<file path="config.mk">
export PLATFORM = sky130hd
export DESIGN_NAME = prog_updown_counter_flat
export DESIGN_NICKNAME = d
export VERILOG_FILES = /design/src/rtl/prog_updown_counter_if.sv /design/src/rtl/prog_updown_counter.sv /design/src/flat_wrapper.sv
export SDC_FILE = /design/constraint.sdc
export NUM_CORES = 1
export LEC_CHECK = 0
export CAP_MARGIN = 10
export CORE_UTILIZATION = 40
export DETAILED_ROUTE_END_ITERATION = 6
export GPL_TIMING_DRIVEN = 0
export PLACE_DENSITY = 0.76
export SETUP_SLACK_MARGIN = 0.3
export SLEW_MARGIN = 25
export SYNTH_ARGS = -nofsm -noshare
export SYNTH_HDL_FRONTEND = slang
export SYNTH_SLANG_ARGS = --single-unit
</file>
<file path="constraint.sdc">
create_clock -name clk -period 2.9 [get_ports clk]
set_input_delay 0.435 -clock clk [delete_from_list [all_inputs] [get_ports clk]]
set_output_delay 0.435 -clock clk [all_outputs]
set_load 0.005 [all_outputs]
</file>
<file path="src/rtl/prog_updown_counter_if.sv">
// Control and status bundle for prog_updown_counter.
// master drives the controls and observes the counter; slave is the counter itself.
interface prog_updown_counter_if #(
  parameter int unsigned WIDTH = 4
);
  logic             en;
  logic             up;
  logic             load;
  logic [WIDTH-1:0] load_val;
  logic [WIDTH-1:0] limit;
  logic             sat;
  logic             oneshot;
  logic [WIDTH-1:0] count;
  logic             tc;
  logic             halted;

  modport master (
    output en, up, load, load_val, limit, sat, oneshot,
    input  count, tc, halted
  );

  modport slave (
    input  en, up, load, load_val, limit, sat, oneshot,
    output count, tc, halted
  );
endinterface

</file>
<file path="src/rtl/prog_updown_counter.sv">
// Programmable up/down counter over 0..limit with wrap, saturate and one-shot halt modes.
// All outputs are registered; rst is synchronous and active-high.
module prog_updown_counter #(
  parameter int unsigned     WIDTH   = 4,
  parameter logic [WIDTH-1:0] RST_VAL = {WIDTH{1'b1}}
) (
  input  logic                   clk,
  input  logic                   rst,
  prog_updown_counter_if.slave   bus
);

  typedef enum logic {StRun, StHalt} state_e;

  state_e           state_q, state_d;
  logic [WIDTH-1:0] count_q, count_d;
  logic             tc_q, tc_d;
  logic             at_top, at_bottom;

  assign at_top    = (count_q == bus.limit);
  assign at_bottom = (count_q == '0);

  always_comb begin
    state_d = state_q;
    count_d = count_q;
    tc_d    = 1'b0;
    if (rst) begin
      state_d = StRun;
      count_d = RST_VAL;
    end else if (bus.load) begin
      state_d = StRun;
      count_d = (bus.load_val > bus.limit) ? bus.limit : bus.load_val;
    end else if (state_q == StRun && bus.en) begin
      if (count_q > bus.limit) begin
        // limit was lowered underneath us: clamp without flagging a boundary
        count_d = bus.limit;
      end else if (bus.up) begin
        if (at_top) begin
          tc_d = 1'b1;
          if (bus.oneshot) begin
            state_d = StHalt;
          end else if (!bus.sat) begin
            count_d = '0;
          end
        end else begin
          count_d = count_q + 1'b1;
        end
      end else begin
        if (at_bottom) begin
          tc_d = 1'b1;
          if (bus.oneshot) begin
            state_d = StHalt;
          end else if (!bus.sat) begin
            count_d = bus.limit;
          end
        end else begin
          count_d = count_q - 1'b1;
        end
      end
    end
  end

  always_ff @(posedge clk) begin
    state_q <= state_d;
    count_q <= count_d;
    tc_q    <= tc_d;
  end

  assign bus.count  = count_q;
  assign bus.tc     = tc_q;
  assign bus.halted = (state_q == StHalt);

endmodule

</file>
<file path="src/flat_wrapper.sv">
// flat-port wrapper written by rule: the top's interface ports become plain ports
module prog_updown_counter_flat 
#(
  parameter int unsigned     WIDTH   = 4,
  parameter logic [WIDTH-1:0] RST_VAL = {WIDTH{1'b1}}
)
  (clk, rst, bus_en, bus_up, bus_load, bus_load_val, bus_limit, bus_sat, bus_oneshot, bus_count, bus_tc, bus_halted);
  prog_updown_counter_if #(.WIDTH(WIDTH)) bus_i ();
  input  logic clk;
  input  logic rst;
  input wire logic [$bits(bus_i.en)-1:0] bus_en;
  input wire logic [$bits(bus_i.up)-1:0] bus_up;
  input wire logic [$bits(bus_i.load)-1:0] bus_load;
  input wire logic [$bits(bus_i.load_val)-1:0] bus_load_val;
  input wire logic [$bits(bus_i.limit)-1:0] bus_limit;
  input wire logic [$bits(bus_i.sat)-1:0] bus_sat;
  input wire logic [$bits(bus_i.oneshot)-1:0] bus_oneshot;
  output wire logic [$bits(bus_i.count)-1:0] bus_count;
  output wire logic [$bits(bus_i.tc)-1:0] bus_tc;
  output wire logic [$bits(bus_i.halted)-1:0] bus_halted;
  assign bus_i.en = bus_en;
  assign bus_i.up = bus_up;
  assign bus_i.load = bus_load;
  assign bus_i.load_val = bus_load_val;
  assign bus_i.limit = bus_limit;
  assign bus_i.sat = bus_sat;
  assign bus_i.oneshot = bus_oneshot;
  assign bus_count = bus_i.count;
  assign bus_tc = bus_i.tc;
  assign bus_halted = bus_i.halted;
  prog_updown_counter #(.WIDTH(WIDTH), .RST_VAL(RST_VAL)) u_core (.clk(clk), .rst(rst), .bus(bus_i));
endmodule
</file>
==> summary.md <==
| Metric | Value |
|---|---|
| Post-Place Cells | 141 |
| Fillers | between 150 and 200 |
| Top-count cell post-synth | ha_1 |
| LEAKAGE | around 0.00047 uW |
| Reg2reg path depth | 6 |
| Tcrit/Tclk final | 0.802 |
| CTS max path bufs | 2 |
| Post-synthesis sequential area ratio | 0.148 |
| Crit path time final | 2320 ps |
| Netlist cell types | 43 |
| Syn avg cell area | around 8.5 um2 |
| Fmax | roughly 430 MHz |
| Die Span X | around 47 um |
| Final nets | about 150 |
| Core footprint | roughly 1800 um2 |
| Pre-Repair DR Iteration Count | 4 |
| Initial Util | 0.447 |
| RSZ-0062 raised after global routing | no |
| Status | completed |
| I/O pin cnt | 21 |
| Syn. warnings | 0 |
| Cell count after synthesis | 96 |
| Synth area leaders | ha_1 15%, dfxtp_1 15%, a21oi_1 5.5% |
| Total power | approximately 400 uW |
| DRT Wirelength | slightly below 2 mm |
| P&R area growth vs syn | 31.2% |
| Critical path fanouts, max | 8 |
| Syn Nets | between 100 and 150 |
| Post-Synth Simple-Gate Area | 0.271 |
| Height of the die | 47.1 um |
| CTS Sinks | 6 |
| Synth Flop Type | dfxtp_1 |
| Most frequent cells after synthesis | 10 x ha_1, 9 x a21oi_1, 9 x inv_1 |
| Max Cap Viol | 0 |
| Crit path capture | u_core.bus.count[2] |
| Mux contribution to synthesized area | 0 |
| FF-to-FF Start | u_core.bus.count[2] |
| Setup TNS | 0 ps |
| Reg2reg end | u_core.bus.count[2] |
| CTS resizes | 0 |
| Synth Area in Compound Gates | 0.338 |
| Post-Synth Adder-Cell Area | 0.154 |
| Async set or reset register ratio after synthesis | 0 |
| Initial antenna violation count | 0 |
| Cell Area, Synth | roughly 800 um2 |
| Power per cell area | between 300 and 400 nW/um2 |
| # rows | 15 |
| Final std cells w/o fill | approximately 140 |
| Data arrival, critical path | between 2000 and 2500 ps |
| CTS root buf | clkbuf_4 |
| Mean routed wirelength per cell | roughly 14 um |
| Slew HR | 0.734 |
| CTS Hold Buffers Added | 0 |
| Post-synthesis xor/xnor area fraction | 0.0108 |
| Grt total ovfl | 0 |
| Layout cell share with drive strength beyond 1 | 0.134 |
| Worst EP required | 3020 ps |
| DR iter-0 viols | 15 |
| Combinational family with the most area after synthesis | compound AO/OA/AOI/OAI gates |
| VDD IR max | around 0.37 mV |
| Worst Hold Class | reg -> reg |
| Via density | about 5.9 |
| Area share of the largest cell type after synthesis | 0.154 |
| DRC violations left | 0 |
| H-tree depth | 1 |
| R2r setup slk | a little under 900 ps |
| Clk_lat worst skew | roughly 240 ps |
| Setup crit end kind | register |
| Final Hold Fails | 0 |
| Layout Skew | slightly above 2 ps |
| Routability cong. | approximately 0.79 |
| CTS tree | done |
| Vias in the first global route | around 770 |
| Final setup vio count | 0 |
| Largest net degree at the start of global routing | 11 |
| Post-CTS setup buffer count | 0 |
| Crit path launch type | input port |
| DP Wirelength | roughly 1.6 mm |
| Total GRT Usage | 0.203 |
| Dominant cell type by area after synthesis | ha_1 |
| Crit path kind | in -> reg |
| PortBufs | 20 |
| Clock slew at reported path FFs | around 40 ps |
| Global-route wire length before repair | 3.10 mm |
| Fin. max-slew vios | 0 |
| Worst Setup SP | bus_limit[2] |
| Number of synthesized register bits | 6 |
| Worst Max-Slew Pin Slew | roughly 400 ps |
| Vias | between 800 and 900 |
| Post-synth EDFFs | 0 |
| Antenna cells | 0 |
| Num CTS Buffers | 3 |
| Full die area | between 2000 and 2500 um2 |
| Post-route ant nets | 0 |
-- how the worst min path moves through the flow --
stage                      start                end  slack, ps  depth (start not counted)
2_1_floorplan                rst  u_core.bus.halted        510                          1
3_3_place_gp   u_core.bus.halted  u_core.bus.halted        560                          2
3_5_place_dp   u_core.bus.halted  u_core.bus.halted        560                          2
4_1_cts        u_core.bus.halted  u_core.bus.halted        570                          2
5_1_grt        u_core.bus.halted  u_core.bus.halted        590                          2
6_report       u_core.bus.halted  u_core.bus.halted        560                          2
-- cell usage in the layout (no fill, tap or decap), types with 3 or more instances in the layout --
master	n
nor3_1	4
o21ai_0	3
o31ai_1	3
clkbuf_4	3
clkdlybuf4s50_1	20
dfxtp_1	6
nand3_1	6
inv_1	9
nand2_1	3
a21oi_1	9
ha_1	10
o211a_1	3
-- sequential cells by signal, indices dropped and copies added (netlist names) --
name               cells
u_core.bus.count       4
u_core.bus.halted      1
u_core.bus.tc          1
-- layout make-up --
cell class	count	area, um2	share of cell area
Inverter	9	33.8	0.0317
Timing Repair Buffer	20	200	0.188
Tap cell	25	31.3	0.0293
Buffer	3	30.0	0.0281
Clock buffer	3	22.5	0.0211
Sequential cell	6	120	0.113
Multi-Input combinational cell	78	629	0.590
-- kinds of logic (layout without fill, tap and decap cells) --
| group | Yosys count | after routing |
|---|---|---|
| AOI/OAI and AO/OA | 35 | 35 |
| and+or+nand+nor | 32 | 32 |
| buffers and inverters | 12 | 35 |
| adders and majority gates | 10 | 10 |
| DFF | 6 | 6 |
| xor gates and xnor gates | 1 | 1 |
-- through the flow --
stage | utilization | area, um2 | hold WS (ps) | setup slack [ps]
floorplan | - | 813 | 512 | 1060
global placement | 0.574 | 1040 | 561 | 374
detailed placement | 0.574 | 1040 | 557 | 355
CTS | 0.586 | 1070 | 567 | 599
global route | 0.586 | 1070 | 593 | 519
finish | 0.586 | 1070 | 563 | 575
-- worst max-delay path, cell delays in order --
cell	delay [ps]
clkdlybuf4s50_1	540
inv_1	90
ha_1	350
and4_4	230
buf_6	120
nor2_4	40
a221oi_4	400
a221o_2	190
o21ai_2	50
-- layer usage --
layer	vias up	part of all wire	global-route usage
met5	-	0	0
met4	0	0.0077	0.0514
met3	2	0.087	0.0808
met2	42	0.49	0.353
met1	382	0.41	0.231
li1	426	-	-
-- power breakdown --
part           switching (uW)  internal, uW  total [uW]
clock network            27.5          46.6        74.1
registers                21.0          91.4         112
logic                     103           109         212
total                     152           247         399
No activity file was read; power rests on OpenSTA's default activity.
==> patch: new RTL, same settings <==
`WIDTH` is set to 4 in 3 places; all go to 6.
--- a/src/rtl/prog_updown_counter_if.sv
+++ b/src/rtl/prog_updown_counter_if.sv
@@ -2,5 +2,5 @@
 // master drives the controls and observes the counter; slave is the counter itself.
 interface prog_updown_counter_if #(
-  parameter int unsigned WIDTH = 4
+  parameter int unsigned WIDTH = 6
 );
   logic             en;
--- a/src/rtl/prog_updown_counter.sv
+++ b/src/rtl/prog_updown_counter.sv
@@ -2,5 +2,5 @@
 // All outputs are registered; rst is synchronous and active-high.
 module prog_updown_counter #(
-  parameter int unsigned     WIDTH   = 4,
+  parameter int unsigned     WIDTH   = 6,
   parameter logic [WIDTH-1:0] RST_VAL = {WIDTH{1'b1}}
 ) (
--- a/src/flat_wrapper.sv
+++ b/src/flat_wrapper.sv
@@ -2,5 +2,5 @@
 module prog_updown_counter_flat 
 #(
-  parameter int unsigned     WIDTH   = 4,
+  parameter int unsigned     WIDTH   = 6,
   parameter logic [WIDTH-1:0] RST_VAL = {WIDTH{1'b1}}
 )
Interface: changed (resized bus_count, bus_limit and bus_load_val); port bits go from 21 to 27. The function was not compared with the original's and may differ.
==> patch against the unedited design <==
- routed wire length increased by 60%
- setup slack got worse by 140 ps
- critical path depth decreased by 1
- power increased by 32%
- final area increased by 31%
- sequential cell count increased by 2
- area after synthesis increased by 32%
- synthesized cell count increased by 36%
- largest power group unchanged
- highest routed layer unchanged
==> patch: results (changes against the unedited design) <==
OUTCOME
----------------------------------------------------------------------
Result of the run .......................................    completed

GRT
----------------------------------------------------------------------
Global router's overall resource usage ..................        23.4%   +3.1 points
Initial antenna violation count .........................            0   unchanged
First-pass GRT wire length ..............................      4940 µm   +59%
Number of global-route vias before repair ...............         1143   +49%

CLOCK NETWORK
----------------------------------------------------------------------
Clock transition at the registers of the reported paths .        50 ps
CTS max path bufs .......................................            2   unchanged

PLACED DESIGN
----------------------------------------------------------------------
Routability-driven placement congestion ratio ...........        0.924   +17%
Dpl hpwl ................................................      2500 µm   +53%
Dpl cell area ...........................................     1350 µm²   +30%
Input/output buffers ....................................           24   +20%

POWER AND IR DROP
----------------------------------------------------------------------
Switching Fraction ......................................        39.3%   +1.2 points
Leak pwr ................................................     0.592 nW   +26%
Largest vdd supply drop .................................     0.387 mV   +5.7%

FINISH
----------------------------------------------------------------------
Share of layout cells above drive strength 1 ............        13.8%   +0.39 points
Largest register FFs ....................................            6   +2
# fillers ...............................................          241   +39%
Antenna diodes ..........................................            0   unchanged
Final #Nets .............................................          195   +34%

CRITICAL PATH
----------------------------------------------------------------------
Crit path max-delay family .............................. compound AO/OA/AOI/OAI gates
Largest stage delay on the critical path ................       520 ps   -20 ps
CP Max Fanout ...........................................            6   -2
Cells on worst reg2reg path .............................            7   +1
R2r startpoint .......................................... u_core.bus.count[5]
Start point of the critical path ........................ bus_load_val[4]
FF-to-FF setup slack ....................................       440 ps   -450 ps
Worst endpoint data arrival time ........................      2600 ps   +150 ps
Critical path capture point ............................. u_core.bus.count[2]
Capturing point of the worst reg2reg path ............... u_core.bus.count[3]

ROUTING
----------------------------------------------------------------------
Post-DR wirelength/cell .................................      16.4 µm   +22%
First-pass DRT Iterations ...............................            5   +1
Initial detailed-routing violation count ................           20   +5
Via count ...............................................         1187   +39%

TIMING
----------------------------------------------------------------------
Worst clock skew on the final layout ....................     0.699 ps   -1.33 ps
Worst slew margin .......................................        69.3%   -4.1 points

SYNTH
----------------------------------------------------------------------
Sequential-to-total area share from yosys stat ..........        14.9%   +0.11 points
Number of nets produced by synthesis ....................          165   +36%
Most used flip-flop cell after synthesis ................ sky130_fd_sc_hd__dfxtp_1
Yosys cell types ........................................           51   +19%
Warnings from Yosys .....................................            0   unchanged
Largest cells by area after synthesis ................... sky130_fd_sc_hd__ha_1, sky130_fd_sc_hd__dfxtp_1, sky130_fd_sc_hd__a221o_1
Commonest cells in the synthesized netlist .............. sky130_fd_sc_hd__ha_1, sky130_fd_sc_hd__a21oi_1, sky130_fd_sc_hd__inv_1

MIN PATH
----------------------------------------------------------------------
Beginning of the worst hold path ........................ u_core.bus.halted

## patch: metal layers
layer	global-route usage [%]	up-vias	share of wire, %
li1	-	567	-
met1	27.5	567	42
met2	40.9	47	50
met3	5.93	6	6.3
met4	7.46	0	1.3
met5	0	-	0
## patch: power groups by stage
stage                     Clock (mW)  Combinational (mW)  Sequential [mW]
final                         0.0827               0.295            0.148
after detailed placement           0               0.286            0.149
after global routing          0.0896               0.325            0.149
after CTS                     0.0843               0.289            0.147
after global placement             0               0.278            0.147
after floorplan                    0               0.193            0.142
## patch: kinds of logic (layout without fill, tap and decap cells)
logic type / after synthesis / count (layout) / share of synthesized area, %
xor gates and xnor gates: 4 / 4 / 3.26
DFF: 8 / 8 / 14.9
buffers and inverters: 16 / 44 / 6.05
AOI/OAI and AO/OA: 42 / 42 / 31.3
and+or+nand+nor: 41 / 41 / 22.3
adders and majority gates: 15 / 15 / 17.4
muxes: 5 / 5 / 4.77
## patch: worst min path at each step
stage	to	slack (ps)	depth (start not counted)
2_1_floorplan	u_core.bus.halted	530	2
3_3_place_gp	u_core.bus.halted	530	2
3_5_place_dp	u_core.bus.halted	570	2
4_1_cts	u_core.bus.tc	580	2
5_1_grt	u_core.bus.halted	600	2
6_report	u_core.bus.halted	570	2
## patch: worst reg2reg max path, stage by stage, from the launching register on
cell and delay (ps):
sky130_fd_sc_hd__dfxtp_1 540, sky130_fd_sc_hd__ha_4 280, sky130_fd_sc_hd__a21oi_1 400, sky130_fd_sc_hd__a311oi_1 210, sky130_fd_sc_hd__nor3_2 300, sky130_fd_sc_hd__buf_4 220, sky130_fd_sc_hd__a21oi_1 50, sky130_fd_sc_hd__a221o_1 340
## patch: layout make-up
type | instances | share of cell area (%)
flip-flops and latches | 8 | 11.5
multi-input cells | 107 | 61.8
repair buffers | 25 | 17.6
inverters | 9 | 2.42
plain buffers | 7 | 2.42
well taps | 30 | 2.69
clock buffers | 3 | 1.61
## patch: what timing repair did
action | in CTS | in global routing
buffers inserted | 0 | 1
gates resized for setup | 6 | 3
endpoints found under the setup margin | 4 | 4
pin swaps | 3 | 2
## patch: stage by stage
step | utilization, % | std cells | power, mW | worst slack (ps) | hold WS, ps
after global placement | 54.2 | 185 | 0.425 | -13.1 | 529
after CTS | 55.4 | 188 | 0.521 | 309 | 577
final | 55.9 | 189 | 0.525 | 434 | 570
after floorplan | - | 131 | 0.335 | 639 | 526
after detailed placement | 54.2 | 185 | 0.435 | -44.8 | 569
after global routing | 55.9 | 189 | 0.564 | 293 | 602
